## src/rtl/hex_sseg_scan_disp.sv

```systemverilog
// Time-multiplexed 7-segment scan driver: hex decode, dp, sign digit, anti-ghost blanking.
// Latency: an/sseg are registered one cycle behind prescaler/slot; frame_done/commit_ack decode current state.
// Backpressure: none; load may arrive any cycle, last load before a frame boundary wins.
// Optional build macro HEX_SSEG_LZ_BLANK_EN adds leading-zero suppression computed at commit time.
module hex_sseg_scan_disp #(
  parameter int NUM_DIGITS   = 8,
  parameter int PRESC_W      = 15,
  parameter int BLANK_CYCLES = 16,
  parameter int SIGN_DIGIT   = 2
) (
  input  logic                    clk,
  input  logic                    rst_n,
  input  logic                    load,
  input  logic [4*NUM_DIGITS-1:0] digits_in,
  input  logic [NUM_DIGITS-1:0]   dp_in,
  input  logic                    sign_in,
  output logic [7:0]              sseg,
  output logic [NUM_DIGITS-1:0]   an,
  output logic                    frame_done,
  output logic                    commit_ack
);

  localparam int SLOT_W  = $clog2(NUM_DIGITS);
  localparam bit SIGN_EN = (SIGN_DIGIT < NUM_DIGITS);

  logic [PRESC_W-1:0]      prescaler_q, prescaler_d;
  logic [SLOT_W-1:0]       slot_q, slot_d;
  logic                    pend_vld_q, pend_vld_d;
  logic [4*NUM_DIGITS-1:0] pend_digits_q, pend_digits_d;
  logic [NUM_DIGITS-1:0]   pend_dp_q, pend_dp_d;
  logic                    pend_sign_q, pend_sign_d;
  logic [4*NUM_DIGITS-1:0] cur_digits_q, cur_digits_d;
  logic [NUM_DIGITS-1:0]   cur_dp_q, cur_dp_d;
  logic                    cur_sign_q, cur_sign_d;
  logic [NUM_DIGITS-1:0]   an_q, an_d;
  logic [7:0]              sseg_q, sseg_d;

  logic presc_wrap, slot_last, boundary, commit;
  logic [3:0] nibble;
  logic       digit_blank;

  function automatic logic [6:0] hex_decode(input logic [3:0] n);
    logic [6:0] s;
    case (n)
      4'h0: s = 7'h40;  4'h1: s = 7'h79;  4'h2: s = 7'h24;  4'h3: s = 7'h30;
      4'h4: s = 7'h19;  4'h5: s = 7'h12;  4'h6: s = 7'h02;  4'h7: s = 7'h78;
      4'h8: s = 7'h00;  4'h9: s = 7'h10;  4'hA: s = 7'h08;  4'hB: s = 7'h03;
      4'hC: s = 7'h46;  4'hD: s = 7'h21;  4'hE: s = 7'h06;  default: s = 7'h0E;
    endcase
    return s;
  endfunction

  assign presc_wrap = (prescaler_q == {PRESC_W{1'b1}});
  assign slot_last  = (slot_q == SLOT_W'(NUM_DIGITS - 1));
  assign boundary   = presc_wrap && slot_last;
  assign commit     = boundary && pend_vld_q;
  assign frame_done = boundary;
  assign commit_ack = commit;
  assign nibble     = cur_digits_q[{slot_q, 2'b00} +: 4];

`ifdef HEX_SSEG_LZ_BLANK_EN
  logic [NUM_DIGITS-1:0] blank_q, blank_d, lz_mask;
  logic                  seen_nz;

  // Leading-zero mask of the pending contents, scanning from the top digit down.
  always_comb begin
    lz_mask = '0;
    seen_nz = 1'b0;
    for (int i = NUM_DIGITS - 1; i >= 1; i--) begin
      if (i != SIGN_DIGIT) begin
        if (pend_digits_q[4*i +: 4] != 4'h0) seen_nz = 1'b1;
        lz_mask[i] = ~seen_nz;
      end
    end
    blank_d = commit ? lz_mask : blank_q;
  end

  // Mask travels with the committed data so it is stable for a whole frame.
  always_ff @(posedge clk) begin
    if (!rst_n) blank_q <= '0;
    else        blank_q <= blank_d;
  end

  assign digit_blank = blank_q[slot_q];
`else
  assign digit_blank = 1'b0;
`endif

  // Scan counters, pending/committed buffers and next registered display outputs.
  always_comb begin
    prescaler_d   = prescaler_q + 1'b1;
    slot_d        = slot_q;
    pend_vld_d    = pend_vld_q;
    pend_digits_d = pend_digits_q;
    pend_dp_d     = pend_dp_q;
    pend_sign_d   = pend_sign_q;
    cur_digits_d  = cur_digits_q;
    cur_dp_d      = cur_dp_q;
    cur_sign_d    = cur_sign_q;
    an_d          = {NUM_DIGITS{1'b1}};
    sseg_d        = 8'hFF;

    if (presc_wrap) slot_d = slot_last ? '0 : slot_q + 1'b1;

    // Commit the old pending data first; a coincident load becomes the next pending.
    if (commit) begin
      cur_digits_d = pend_digits_q;
      cur_dp_d     = pend_dp_q;
      cur_sign_d   = pend_sign_q;
    end
    if (load) begin
      pend_vld_d    = 1'b1;
      pend_digits_d = digits_in;
      pend_dp_d     = dp_in;
      pend_sign_d   = sign_in;
    end else if (boundary) begin
      pend_vld_d = 1'b0;
    end

    // Outside the anti-ghost window drive exactly one anode.
    if (prescaler_q >= PRESC_W'(BLANK_CYCLES)) begin
      an_d = ~(NUM_DIGITS'(1) << slot_q);
      if (SIGN_EN && (int'(slot_q) == SIGN_DIGIT)) sseg_d[6:0] = cur_sign_q ? 7'h3F : 7'h7F;
      else if (digit_blank)                       sseg_d[6:0] = 7'h7F;
      else                                        sseg_d[6:0] = hex_decode(nibble);
      sseg_d[7] = ~cur_dp_q[slot_q];
    end
  end

  // State and output registers with synchronous active-low reset.
  always_ff @(posedge clk) begin
    if (!rst_n) begin
      prescaler_q   <= '0;
      slot_q        <= '0;
      pend_vld_q    <= 1'b0;
      pend_digits_q <= '0;
      pend_dp_q     <= '0;
      pend_sign_q   <= 1'b0;
      cur_digits_q  <= '0;
      cur_dp_q      <= '0;
      cur_sign_q    <= 1'b0;
      an_q          <= {NUM_DIGITS{1'b1}};
      sseg_q        <= 8'hFF;
    end else begin
      prescaler_q   <= prescaler_d;
      slot_q        <= slot_d;
      pend_vld_q    <= pend_vld_d;
      pend_digits_q <= pend_digits_d;
      pend_dp_q     <= pend_dp_d;
      pend_sign_q   <= pend_sign_d;
      cur_digits_q  <= cur_digits_d;
      cur_dp_q      <= cur_dp_d;
      cur_sign_q    <= cur_sign_d;
      an_q          <= an_d;
      sseg_q        <= sseg_d;
    end
  end

  assign an   = an_q;
  assign sseg = sseg_q;

endmodule

```

## config.mk

```make
export PLATFORM = sky130hd
export DESIGN_NAME = hex_sseg_scan_disp
export DESIGN_NICKNAME = d
export VERILOG_FILES = /design/src/rtl/hex_sseg_scan_disp.sv
export SDC_FILE = /design/constraint.sdc
export NUM_CORES = 1
export LEC_CHECK = 0
export ABC_AREA = 0
export CAP_MARGIN = 15
export CELL_PAD_IN_SITES_DETAIL_PLACEMENT = 1
export CELL_PAD_IN_SITES_GLOBAL_PLACEMENT = 1
export CORE_ASPECT_RATIO = 1.5
export CORE_MARGIN = 2
export CORE_UTILIZATION = 40
export CTS_BUF_LIST = sky130_fd_sc_hd__clkbuf_8
export DETAILED_ROUTE_END_ITERATION = 6
export GPL_ROUTABILITY_DRIVEN = 1
export PLACE_DENSITY = 0.88
export SYNTH_ARGS = -nofsm -noshare
export SYNTH_HDL_FRONTEND = slang
export SYNTH_SLANG_ARGS = --single-unit
```

## constraint.sdc

```tcl
create_clock -name clk -period 2.7 [get_ports clk]
set_clock_uncertainty 0.15 [all_clocks]
set_input_delay 0.27 -clock clk [delete_from_list [all_inputs] [get_ports clk]]
set_output_delay 0.27 -clock clk [all_outputs]
set_load 0.005 [all_outputs]
```

## Yosys cells after proc, flatten, opt, wreduce, memory -nomap -nowiden

Memory sizes are Yosys's and may differ from the RTL's.
Index checks and enable logic that the tools add are counted.

| word-level totals | value |
|---|---|
| register bits | 117 |
| ROM bits | 112 |
| output and inout port bits | 18 |
| memories kept | 1 |

| operators by class | value |
|---|---|
| shift-type cells | 2 |
| bitwise operators | 2 |
| reductions and logical operators | 4 |
| muxes and demuxes | 7 |
| $lt $le $gt $ge | 2 |
| eq/ne operators | 3 |
| add/subtract/negate cells | 2 |

Memories:

| memory | depth | width | read ports | clocked after Yosys merged registers in | write ports | line | RTL |
|---|---|---|---|---|---|---|---|
| (no name shown) | 16 | 7 | 1 | 0 | 0 | 44 | `case (n)` |

Operators with widths:

| kind | number |
|---|---|
| variable part select 32 x 6 -> 4 bit | 1 |
| adder 15 x 1 -> 15 bit (second input constant) | 1 |
| == test 15 bit (second input constant) | 1 |
| >= comparator 15 x 5 -> 1 bit (second input constant) | 1 |
| two-way mux 7 bit | 2 |
| NOT 8 bit | 1 |
| << shifter 1 x 3 -> 8 bit (first input constant) | 1 |
| == test 3 bit (second input constant) | 2 |
| < comparator 3 x 4 -> 1 bit (second input constant) | 1 |
| adder 3 x 1 -> 3 bit (second input constant) | 1 |
| binary-select mux 1 bit (select 3 bit) | 1 |
| two-way mux 1 bit | 3 |
| two-way mux 3 bit | 1 |
| logical AND 1 bit | 2 |
| AND reduction 2 bit | 1 |
| nonzero test 2 bit | 1 |
| NOT 1 bit | 1 |

## Longest topological paths before layout

| depth | value |
|---|---|
| depth after elaboration | 4 |
| gate-level depth with buffers | 9 |
| depth with buffers taken out | 7 |

## Least setup slack after synthesis

No wires, ideal clock.

| path | value |
|---|---|
| path type | register to register |
| start | reg slot_q[0] |
| end | reg sseg_q[0], in the netlist sseg[0] |
| period minus slack after synthesis | 2.723 ns |
| setup time | 0.131 ns |
| path buffers | 2 |
| arrival time | 2.442 ns |
| stages on the path, launching flop included | 10 |
| slack | -0.023 ns |
| data required time | 2.419 ns |
| path through | dfxtp_1 buf_6 buf_12 mux4_1 mux2i_1 inv_1 ha_1 or3_1 o221ai_1 nand2_1 |

| on the way | value |
|---|---|
| longest elaborated chain between the ends | 3 |

Ends and longest elaborated chain:

| item | line | RTL |
|---|---|---|
| from (decl) | 27 | `logic [SLOT_W-1:0] slot_q, slot_d;` |
| from (signal assigned) | 146 | `slot_q <= slot_d;` |
| variable part select 32 x 6 -> 4 bit | 59 | `assign nibble = cur_digits_q[{slot_q, 2'b00} +: 4];` |
| memory (16 x 7 bit) | -- |  |
| two-way mux 7 bit (*) | 123 | `if (SIGN_EN && (int'(slot_q) == SIGN_DIGIT)) sseg_d[6:0] = cur_sign_q ? 7'h3F : 7'h7F;` |
| to (signal assigned) | 155 | `sseg_q <= sseg_d;` |
| to (decl) | 36 | `logic [7:0] sseg_q, sseg_d;` |

Mark *: on every way between the ends. The rest lies on a longest branch, timed or not.
A chain may end at the register's enable or synchronous reset.

## Final worst setup path

Ends and elaborated chain as after synthesis.

==> impl_results.md <==
- ANT cells: 0
- Die ar.: around 13000 um^2
- CP peak stage delay: 530 ps
- Cells after Synth: 465
- Final wirelength: 11.07 mm
- Largest net degree at the start of global routing: just under 100
- DRC: 0
- Final hold vios: 0
- IO buf count: between 60 and 70
- Final #Nets: 592
- Critical-path maximum fanout: 9
- Clock sink total: 117
- CTS Buf Count: 17
- Net Count, Synth: 523
- Initial antenna violation count: 0
- Placer Congestion: 0.7819
- IO Count: 62
- Clock Path Buffers: 2
- Vias/cell: roughly 5.0
- WL per Instance: 15.81 um
- P_leak: 0.002701 uW
- Slowest-stage cell, CP: mux4_2
- Max_cap viols: 0
- Initial Util: 0.4045
- Std cell rows: a little under 50
- Synth Flop Type: dfxtp_1
- Core area: roughly 12000 um^2
- Final Max Slew Viols: 0
- Worst-Margin Slew: 970.3 ps
- Seq/Total Area, Yosys: 0.4869
- CTS Root Cell: clkbuf_8
- Share of cells above drive strength 1: 0.1188
- Height of the die: 138.3 um
- Ys Warns: 0
- Crit Path Class: reg2reg
- Antenna Nets Post-Route: 0
- Final setup fails: 0
- Clock transition at path regs: 70 ps
- Clk_lat worst skew: 430 ps
- Rel. slew slack: 0.3531
- CP Cell Sequence: buf_4, mux4_2, mux2i_2, inv_1, ha_1, or3_1, o221ai_1, nand2_1
- Min-Delay Path Class: in2reg
- Top Family by Delay on Critical Path: multiplexers
- WP data arrival: 2730 ps
- EDFF count, synth: 0
- First-pass GRT wire length: roughly 18 mm
- DR pass1 iterations: 4
- Area Overhead vs Synth: 24.73%
- Grt total ovfl: 0
- Power density cells: 569.7 nW/um^2
- Outcome: completed
- Synth area leaders: dfxtp_1 49%, mux2i_1 19%, nor2_1 7.6%
- Fin crit share: 0.9599
- CTS tree: yes
- Die X-Extent: approximately 94 um
- Tot GR Track Use: 0.1785
- Max IR drop VDD: around 0.00031 V
- CP Launch Type: flip-flop
- Synthesized area per cell: ~10 um^2
- Asr flop ratio synth: 0
- Yosys reg bits: roughly 120
- Synth cell types: 35
- Placement Cell Area: 5577 um^2
- Hold buffer count at CTS: 0
- Via Count: 3503
- Half-perimeter wire length after placement: 7.707 mm
- Max Fclk: 385.8 MHz
- H-tree depth: 4
- Design area: 6001 um^2
- Design Power: 3418 uW
- Synth top area share: 0.4869
- Vias in the first global route: 3837
- Final worst path period need: 2592 ps
- 1st-iter DRT viols: 178
- CP required: 2840 ps
- CP endpoint kind: flip-flop
- Worst path buffer plus inverter count: 2
- Netlist Area Pre-Place: between 4000 and 5000 um^2
- Leading area contributor after synthesis: dfxtp_1
==> per-stage QoR <==
step / TNS [ps] / setup WS (ps) / hold WS, ps / util / std cells
6_report: 0 / 108.3 / 261.6 / 0.5045 / 700
5_1_grt: -29.85 / -29.85 / 299.9 / 0.5045 / 700
4_1_cts: 0 / 1.445 / 237.3 / 0.5000 / 695
3_5_place_dp: 0 / 80.04 / 334.8 / 0.4689 / 663
3_3_place_gp: 0 / 254.6 / 302.7 / 0.4689 / 663
2_1_floorplan: 0 / 41.60 / 241.7 / - / 465
==> worst min-delay path, stage by stage <==
cell and delay, ps:
buf_2 300, inv_1 130, a21oi_1 60
==> routing by layer <==
metal	vias up	GRT usage	routed length [um]
li1	1729	-	-
met1	1687	0.1853	4340
met2	72	0.3370	6190
met3	15	0.04251	352
met4	0	0.06865	181
met5	-	0	0
==> repair_timing <==
action	CTS	global route
endpoints found under the setup margin	2	5
gates resized for setup	2	8
setup buffers	0	5
==> sequential cells by signal (all words and copies together), names as in the netlist <==
signal         count
prescaler_q       15
pend_dp_q          8
pend_sign_q        1
pend_digits_q     32
cur_digits_q      32
slot_q             3
an                 8
cur_dp_q           8
sseg               8
cur_sign_q         1
pend_vld_q         1
==> report_power, final <==
part	internal (uW)	switching, uW	total, uW
Clock	780	668	1450
Combinational	99.6	74.5	174
Sequential	1770	28.8	1800
Total	2650	771	3420
==> Yosys cell counts, drive strengths merged (6+ instances only) <==
library cell,instances
nand3,14
xnor2,7
nor2,98
ha,14
xor2,6
buf,12
mux2,7
mux4,9
mux2i,93
a21oi,7
clkbuf,12
inv,14
nand2,21
dfxtp,117
==> cells by family after synthesis <==
family / Yosys count / share of synthesized area
adders and majority gates: 14 / 0.03641
muxes: 109 / 0.2567
xor gates and xnor gates: 13 / 0.02367
buffers and inverters: 38 / 0.03589
DFF: 117 / 0.4869
AOI/OAI and AO/OA: 19 / 0.02497
and+or+nand+nor: 155 / 0.1355
==> worst paths after layout <==
kind | startpoint | end | slack [ps] | cells past startpoint
setup / recovery | slot_q[0] | sseg[0] | 110 | 8
hold reg to reg | prescaler_q[0] | prescaler_q[0] | 320 | 1
hold / removal | load | pend_vld_q | 260 | 3
setup reg to reg | slot_q[0] | sseg[0] | 110 | 8
==> area by class of cell <==
class	instances	area (um^2)
clock buffer	20	275.3
clock inverter	12	88.84
fill	1335	5893
inverter	14	52.55
multi-input combinational	310	2312
sequential	117	2345
tap	153	191.4
timing repair buffer	74	735.7
==> cells in the final DEF (no fill, tap or decap), types with 6 or more instances in the layout <==
cell type and count:
dfxtp_1 115, nor2_1 98, mux2i_1 92, clkdlybuf4s50_1 60
nand2_1 21, clkbuf_8 20, inv_1 15, nand3_1 13
ha_1 12, buf_4 10, xnor2_1 7, a21oi_1 7
mux2_2 6, xor2_1 6
No activity file was read; power rests on OpenSTA's default activity.
